File: src/rtl/tile_ram_arbiter.sv
// rtl/tile_ram_arbiter.sv - tile-map RAM arbiter: pixel reads > game reads > buffered game writes
// Define TILE_ARB_STALL_STATS_EN to add the wr_stall_cnt blocked-write cycle counter.
module tile_ram_arbiter #(
  parameter int ADDR_W     = 10,
  parameter int DATA_W     = 16,
  parameter int FIFO_DEPTH = 4,
  localparam int LVL_W     = $clog2(FIFO_DEPTH) + 1
) (
  input  logic              clk_vga,
  input  logic              reset,
  input  logic              pix_rd_en,
  input  logic [ADDR_W-1:0] pix_rd_addr,
  output logic              pix_rd_valid,
  output logic [DATA_W-1:0] pix_rd_data,
  input  logic              gl_wr_valid,
  output logic              gl_wr_ready,
  input  logic [ADDR_W-1:0] gl_wr_addr,
  input  logic [DATA_W-1:0] gl_wr_data,
  input  logic              gl_rd_req,
  input  logic [ADDR_W-1:0] gl_rd_addr,
  output logic              gl_rd_ack,
  output logic [DATA_W-1:0] gl_rd_data,
  output logic [ADDR_W-1:0] ram_addr,
  output logic              ram_we,
  output logic [DATA_W-1:0] ram_wdata,
  input  logic [DATA_W-1:0] ram_rdata,
`ifdef TILE_ARB_STALL_STATS_EN
  output logic [15:0]       wr_stall_cnt,
`endif
  output logic [LVL_W-1:0]  fifo_level
);

  localparam int PTR_W = $clog2(FIFO_DEPTH);

  typedef enum logic [1:0] {TAG_NONE, TAG_PIX, TAG_GL} tag_t;
  typedef enum logic [2:0] {RD_IDLE, RD_WAIT_DRAIN, RD_ISSUE, RD_INFLIGHT, RD_DONE} rd_state_t;

  rd_state_t rd_state, rd_next;
  logic      infl_cnt;

  logic [ADDR_W+DATA_W-1:0] fifo_mem [FIFO_DEPTH];
  logic [PTR_W-1:0]         wr_ptr, rd_ptr;
  logic                     push, pop;
  logic [ADDR_W-1:0]        head_addr;
  logic [DATA_W-1:0]        head_data;

  tag_t grant_tag, tag_q0, tag_q1;

  assign gl_wr_ready = (fifo_level != LVL_W'(FIFO_DEPTH));
  assign push        = gl_wr_valid && gl_wr_ready;
  assign {head_addr, head_data} = fifo_mem[rd_ptr];

  // Grant priority; ISSUE also blocks pops so later writes cannot overtake the read.
  always_comb begin
    grant_tag = TAG_NONE;
    pop       = 1'b0;
    if (pix_rd_en)
      grant_tag = TAG_PIX;
    else if (rd_state == RD_ISSUE)
      grant_tag = TAG_GL;
    else if (fifo_level != '0)
      pop = 1'b1;
  end

  always_ff @(posedge clk_vga) begin
    if (push)
      fifo_mem[wr_ptr] <= {gl_wr_addr, gl_wr_data};
  end

  always_ff @(posedge clk_vga) begin
    if (reset) begin
      wr_ptr     <= '0;
      rd_ptr     <= '0;
      fifo_level <= '0;
    end else begin
      if (push)
        wr_ptr <= wr_ptr + PTR_W'(1);
      if (pop)
        rd_ptr <= rd_ptr + PTR_W'(1);
      case ({push, pop})
        2'b10:   fifo_level <= fifo_level + LVL_W'(1);
        2'b01:   fifo_level <= fifo_level - LVL_W'(1);
        default: fifo_level <= fifo_level;
      endcase
    end
  end

  // RAM port: address holds its last value on idle cycles.
  always_ff @(posedge clk_vga) begin
    if (reset) begin
      ram_addr  <= '0;
      ram_we    <= 1'b0;
      ram_wdata <= '0;
    end else begin
      ram_we <= pop;
      if (grant_tag == TAG_PIX)
        ram_addr <= pix_rd_addr;
      else if (grant_tag == TAG_GL)
        ram_addr <= gl_rd_addr;
      else if (pop) begin
        ram_addr  <= head_addr;
        ram_wdata <= head_data;
      end
    end
  end

  // tag_q0 travels with ram_addr, tag_q1 with ram_rdata.
  always_ff @(posedge clk_vga) begin
    if (reset) begin
      tag_q0       <= TAG_NONE;
      tag_q1       <= TAG_NONE;
      pix_rd_valid <= 1'b0;
      pix_rd_data  <= '0;
      gl_rd_data   <= '0;
    end else begin
      tag_q0       <= grant_tag;
      tag_q1       <= tag_q0;
      pix_rd_valid <= (tag_q1 == TAG_PIX);
      pix_rd_data  <= (tag_q1 == TAG_PIX) ? ram_rdata : '0;
      gl_rd_data   <= (tag_q1 == TAG_GL) ? ram_rdata : '0;
    end
  end

  always_ff @(posedge clk_vga) begin
    if (reset) begin
      rd_state <= RD_IDLE;
      infl_cnt <= 1'b0;
    end else begin
      rd_state <= rd_next;
      infl_cnt <= (rd_state == RD_INFLIGHT) && !infl_cnt;
    end
  end

  always_comb begin
    rd_next = rd_state;
    case (rd_state)
      RD_IDLE:       if (gl_rd_req) rd_next = RD_WAIT_DRAIN;
      RD_WAIT_DRAIN: if (fifo_level == '0) rd_next = RD_ISSUE;
      RD_ISSUE:      if (!pix_rd_en) rd_next = RD_INFLIGHT;
      RD_INFLIGHT:   if (infl_cnt) rd_next = RD_DONE;
      RD_DONE:       rd_next = RD_IDLE;
      default:       rd_next = RD_IDLE;
    endcase
  end

  always_comb begin
    gl_rd_ack = (rd_state == RD_DONE);
  end

`ifdef TILE_ARB_STALL_STATS_EN
  always_ff @(posedge clk_vga) begin
    if (reset)
      wr_stall_cnt <= '0;
    else if (fifo_level != '0 && pix_rd_en && wr_stall_cnt != 16'hFFFF)
      wr_stall_cnt <= wr_stall_cnt + 16'd1;
  end
`endif

endmodule

File: config.mk
export PLATFORM = sky130hd
export DESIGN_NAME = tile_ram_arbiter
export DESIGN_NICKNAME = d
export VERILOG_FILES = /design/src/rtl/tile_ram_arbiter.sv
export SDC_FILE = /design/constraint.sdc
export NUM_CORES = 1
export LEC_CHECK = 0
export CAP_MARGIN = 20
export CORE_UTILIZATION = 53
export CTS_BUF_LIST = sky130_fd_sc_hd__clkbuf_8
export CTS_CLUSTER_SIZE = 28
export DETAILED_ROUTE_END_ITERATION = 6
export PLACE_DENSITY = 0.84
export SKIP_LAST_GASP = 1
export SLEW_MARGIN = 40
export SYNTH_ARGS = -nofsm -noshare
export SYNTH_HDL_FRONTEND = slang
export SYNTH_SLANG_ARGS = --single-unit
File: constraint.sdc
create_clock -name clk_vga -period 2.7 [get_ports clk_vga]
set_input_delay 0.54 -clock clk_vga [delete_from_list [all_inputs] [get_ports clk_vga]]
set_output_delay 0.54 -clock clk_vga [all_outputs]
set_load 0.005 [all_outputs]
==> results of run 1 <==
cells in the mapped netlist, types with 7 or more instances:
cell type,number
a21oi_1,21
a221oi_1,10
a31oi_1,10
and2_1,42
buf_2,12
clkbuf_1,12
dfxtp_1,77
edfxtp_1,104
inv_1,15
mux4_1,12
mux4_2,15
nand4_1,17
nor2_1,7
o211ai_1,10
o31ai_1,17
final timing paths:
| path | startpoint | to | slack [ns] | depth (start not counted) |
|---|---|---|---|---|
| worst min register to register | tag_q0[1]$_SDFF_PP0_ | tag_q1[1]$_SDFF_PP0_ | 0.44 | 1 |
| worst max-delay path | fifo_level[2]$_SDFFE_PP0P_ | gl_wr_ready | 0.19 | 2 |
| worst min-delay path | tag_q0[1]$_SDFF_PP0_ | tag_q1[1]$_SDFF_PP0_ | 0.44 | 1 |
| worst max register to register | fifo_level[0]$_SDFFE_PP0P_ | fifo_level[2]$_SDFFE_PP0P_ | 0.55 | 7 |
logic make-up (layout without fill, tap and decap cells):
logic type               Yosys count  count (layout)  synth area share [%]
adder cells (fa/ha/maj)            6               6                  1.22
AO/OA/AOI/OAI                     72              72                  7.19
buffers and inverters             49             194                  3.46
flip-flops                       181             181                  69.1
multiplexers                      29              29                  9.99
AND/OR/NAND/NOR                   95              95                  8.80
XOR/XNOR                           2               2                 0.259
layer usage:
layer,global-route usage (%),vias to the layer above,share of wire [%]
met5,0,-,0
met4,12.1,0,2.9
met3,6.38,30,6.9
met2,39.2,186,51
met1,27.2,2039,40
li1,-,1939,-
layout make-up:
| class | instances | area share [%] |
|---|---|---|
| clock inverter | 15 | 1.50 |
| multi-input combinational | 204 | 21.7 |
| inverter | 15 | 0.656 |
| tap | 168 | 2.45 |
| sequential | 181 | 54.4 |
| timing repair buffer | 147 | 16.6 |
| clock buffer | 17 | 2.73 |
registers in the layout (all words and copies together), names as in the netlist, named ones only:
signal	flops
fifo_level	3
pix_rd_valid	1
wr_ptr	2
rd_state	3
ram_wdata	16
pix_rd_data	16
rd_ptr	2
tag_q1	2
tag_q0	2
ram_we	1
infl_cnt	1
gl_rd_data	16
fifo_mem	104
ram_addr	10
per-stage QoR:
stage	std cells	setup WS, ns	hold WS, ns
2_1_floorplan	434	0.329	0.414
3_3_place_gp	715	0.327	0.416
3_5_place_dp	715	0.292	0.423
4_1_cts	747	0.160	0.447
5_1_grt	747	0.0927	0.456
6_report	747	0.191	0.444
power by group:
| part | internal [mW] | switching, mW |
|---|---|---|
| combinational | 0.833 | 0.858 |
| clock | 0.732 | 0.931 |
| sequential | 3.22 | 0.204 |
==> out/metrics.csv, run 1 <==
stage,metric,value,unit
clock_network,cts_setup_buffers,0,
floorplan,boundaryPins,132,
final_layout,fin_nets,639,
logic_synthesis,synth_top_cell_by_area,edfxtp_1,
timing,period_needed,2.51,ns
logic_synthesis,synthCells,434,
clock_network,clockRootBuffer,clkbuf_8,
global_routing,antenna_found_initial,0,
floorplan,core,0.0122,sq mm
floorplan,die_area,0.0132,sq mm
detailed_routing,antenna_left,0,
timing,tightest_slew,0.738,ns
floorplan,fp.dieH,115,um
logic_synthesis,syn_avg_cell_area,15.6,sq um
setup_path,crit_path_end_kind,output port,
logic_synthesis,synth-seq-cells,181,
timing,fmax,398,MHz
clock_network,clk_path_buf_depth,2,
logic_synthesis,syn-num-nets,507,
floorplan,rows,40,
final_layout,layout_common_cells,"clkdlybuf4s50_1, edfxtp_1, dfxtp_1, and2_1, a21oi_1",
place,hpwl,9480,um
final_layout,fillers,857,
final_layout,drive_gt1_share,11.7,%
global_routing,grt_usage,23.2,%
logic_synthesis,synth_top_flop_cell,edfxtp_1,
final_layout,antennaDiodeCount,0,
final_layout,postLayoutCellArea,0.00858,sq mm
setup_path,cp-start-kind,flip-flop,
global_routing,grt_pass1_vias,4167,
final_layout,final_util,70.3,%
logic_synthesis,synth-edff-count,104,
min_path,hp-class,flip-flop to flip-flop,
run,drv_cap,0,
setup_path,crit_path_cell_trace,or3b_2 -> clkdlybuf4s50_1,
final_layout,ff_latch_area,0.00467,sq mm
setup_path,crit_type,flip-flop to output port,
detailed_routing,vias,4194,
power,powerDensity,790,mW/mm^2
setup_path,arrival,1.97,ns
clock_network,cts_hold_buf,0,
final_layout,final_common_cell,clkdlybuf4s50_1,
final_layout,syn2layout_area_growth,27.1,%
timing,finalSetupViolCount,0,
detailed_routing,wirelength,14400,um
place,port_buffers,131,
setup_path,cp.required,2.16,ns
final_layout,multi_input_area,0.00186,sq mm
setup_path,slowest_delay,0.58,ns
clock_network,post_cts_resized,0,
timing,grt_setup_unrepaired,no,
clock_network,clock_latency,0.45,ns
clock_network,cts_buffers,17,
floorplan,die_w,115,um
setup_path,slowest_stage,or3b_2,
detailed_routing,dr.pass1.iters,5,
power,power_leakage,2.93,nW
power,peakVddDrop,0.501,mV
setup_path,path_delay_family,simple AND/OR/NAND/NOR gates,
detailed_routing,wl_per_cell,19.2,um
logic_synthesis,synth_cell_types,41,
clock_network,tritoncts,yes,
detailed_routing,drt_iter0_drc,383,
global_routing,grt_pass1_wl,22000,um
logic_synthesis,synth-seq-area-share,69.1,%
global_routing,grt_overflow_total,0,
timing,skew,0.0106,ns
place,dpl-instance-area,0.00822,sq mm
run_status,status,"complete, no violations",
detailed_routing,via_per_inst,5.61,
timing,setup_tns,0,ns
power,total_power,6.77,mW
place,gp_congestion,0.746,
floorplan,start_util,55.3,%
logic_synthesis,yosysWarnings,0,
clock_network,clk_pin_slew_worst_paths,0.09,ns
logic_synthesis,yosysTopAreaCellShare,46.2,%
timing,timing.slew.headroom,50.8,%
setup_path,path_buf_inv,1,
logic_synthesis,ys_top_cells_by_area,"edfxtp_1, dfxtp_1, mux4_2",
timing,min_period_over_period,92.9,%
logic_synthesis,netlist_area,0.00675,sq mm
logic_synthesis,async_reset_ff_share,0,%
timing,slew_viol_final,0,
timing,hold_viol,0,
global_routing,grt_max_degree,34,
detailed_routing,drc,0,
clock_network,htreeDepth,4,
setup_path,crit_path_max_fanout,10,
clock_network,cts.sinks,181,
No activity file was read; power rests on OpenSTA's default activity.
==> run 2, diff against run 1 <==
--- a/config.mk
+++ b/config.mk
@@ -10,6 +10,7 @@
 export CTS_BUF_LIST = sky130_fd_sc_hd__clkbuf_8
 export CTS_CLUSTER_SIZE = 28
 export DETAILED_ROUTE_END_ITERATION = 6
+export MAX_ROUTING_LAYER = met4
 export PLACE_DENSITY = 0.84
 export SKIP_LAST_GASP = 1
 export SLEW_MARGIN = 40
==> out/metrics.csv, run 2 (synthesis results as in run 1) <==
stage,metric,value,unit
min_path,hp-class,flip-flop to flip-flop,
setup_path,cp-start-kind,flip-flop,
clock_network,clockRootBuffer,clkbuf_8,
floorplan,die_area,0.0132,sq mm
global_routing,grt_use_met2,39.2,%
final_layout,stdcell_count,747,
setup_path,setup.worst_path.start,fifo_level[2]$_SDFFE_PP0P_,
clock_network,clk_pin_slew_worst_paths,0.09,ns
floorplan,start_util,55.3,%
power,power_leakage,2.93,nW
global_routing,grt_overflow_total,0,
global_routing,antenna_found_initial,0,
power,peakVddDrop,0.501,mV
power,powerDensity,791,mW/mm^2
detailed_routing,wirelength,14400,um
global_routing,grt_pass1_wl,22100,um
setup_path,ff2ff_path_depth,7,
final_layout,regMostFlops,fifo_mem,
setup_path,crit_end,gl_wr_ready,
clock_network,cts_setup_buffers,0,
clock_network,cts_buffers,17,
final_layout,largest_reg_flops,104,
timing,timing.hold.ws,0.444,ns
floorplan,fp.dieH,115,um
timing,setup_tns,0,ns
setup_path,arrival,1.97,ns
global_routing,use_met3,5.75,%
clock_network,cts_hold_buf,0,
global_routing,grt_pass1_vias,4161,
detailed_routing,antenna_left,0,
timing,skew,0.00834,ns
detailed_routing,drt_iter0_drc,411,
floorplan,rows,40,
timing,hold_viol,0,
final_layout,fillers,857,
setup_path,crit_type,flip-flop to output port,
setup_path,cp.required,2.16,ns
place,port_buffers,131,
final_layout,fin_nets,639,
place,gp_congestion,0.755,
timing,timing.slew.headroom,50.7,%
timing,slew_viol_final,0,
detailed_routing,via_per_inst,5.64,
timing,tightest_slew,0.740,ns
final_layout,final_common_cell,clkdlybuf4s50_1,
setup_path,crit_path_max_fanout,10,
run_status,status,"complete, no violations",
clock_network,htreeDepth,4,
final_layout,drive_gt1_share,11.7,%
place,dp.cells,715,
detailed_routing,dr.pass1.iters,5,
clock_network,cts.sinks,181,
global_routing,grt_usage,23.9,%
setup_path,regToRegStartpoint,fifo_level[2]$_SDFFE_PP0P_,
global_routing,gr-usage-met1,27.4,%
final_layout,layout_common_cells,"clkdlybuf4s50_1, edfxtp_1, dfxtp_1, and2_1, a21oi_1",
place,post-place-ws,0.292,ns
setup_path,rr_endpoint,fifo_level[2]$_SDFFE_PP0P_,
global_routing,grt_max_degree,34,
run,drv_cap,0,
place,hpwl,9480,um
detailed_routing,wl_per_cell,19.3,um
clock_network,post_cts_resized,0,
floorplan,core,0.0122,sq mm
floorplan,boundaryPins,132,
global_routing,top_usage_layer,met2,
setup_path,reg2reg_slack,0.56,ns
clock_network,clock_latency,0.45,ns
timing,period_needed,2.51,ns
final_layout,antennaDiodeCount,0,
detailed_routing,vias,4215,
clock_network,clk_path_buf_depth,2,
timing,grt_setup_unrepaired,no,
floorplan,die_w,115,um
final_layout,syn2layout_area_growth,27.1,%
timing,min_period_over_period,92.9,%
clock_network,tritoncts,yes,
timing,fin_ws,0.191,ns
detailed_routing,drc,0,
setup_path,crit_path_end_kind,output port,
timing,finalSetupViolCount,0,
timing,fmax,399,MHz
==> run 2: cell counts in the layout (fill, tap and decap cells not counted) <==
No cell type changed its count.
==> run 2: worst min path at each step <==
| stage | depth (start not counted) | startpoint | slack [ns] | end |
|---|---|---|---|---|
| floorplan | 1 | tag_q0[0]$_SDFF_PP0_ | 0.41 | tag_q1[0]$_SDFF_PP0_ |
| global placement | 1 | tag_q0[0]$_SDFF_PP0_ | 0.42 | tag_q1[0]$_SDFF_PP0_ |
| detailed placement | 1 | tag_q0[1]$_SDFF_PP0_ | 0.42 | tag_q1[1]$_SDFF_PP0_ |
| CTS | 1 | tag_q0[1]$_SDFF_PP0_ | 0.45 | tag_q1[1]$_SDFF_PP0_ |
| global route | 1 | tag_q0[1]$_SDFF_PP0_ | 0.46 | tag_q1[1]$_SDFF_PP0_ |
| finish | 1 | tag_q0[1]$_SDFF_PP0_ | 0.44 | tag_q1[1]$_SDFF_PP0_ |
==> run 2: area by class of cell <==
cell class	count	area, sq um	area share (%)
flip-flops and latches	181	4670	54.4
repair buffers	147	1430	16.6
clock buffers	17	234	2.73
inverters	15	56.3	0.656
multi-input cells	204	1860	21.7
clock inverters	15	129	1.50
well taps	168	210	2.45
==> run 2: critical path: stages, from the launching register on <==
cell and delay [ns]:
dfxtp_1 0.45, or3b_2 0.58, clkdlybuf4s50_1 0.49
==> run 2: per-layer routing <==
metal | part of all wire, % | wire (um)
met4 | 2.9 | 412
met3 | 7.4 | 1070
met1 | 39 | 5630
met2 | 51 | 7270
met5 | 0 | 0
==> run 2: report_power, final <==
part / switching [mW] / total [mW] / internal [mW]
Combinational: 0.863 / 1.70 / 0.833
Clock: 0.937 / 1.67 / 0.732
Sequential: 0.205 / 3.42 / 3.22
Total: 2.01 / 6.79 / 4.78
==> run 2: metrics by stage <==
stage	util (%)	area [sq um]	power (mW)
finish	70.3	8580	6.79
CTS	70.3	8580	6.82
detailed placement	67.3	8220	5.17
global route	70.3	8580	7.08
global placement	67.3	8220	5.09
floorplan	-	6750	4.49
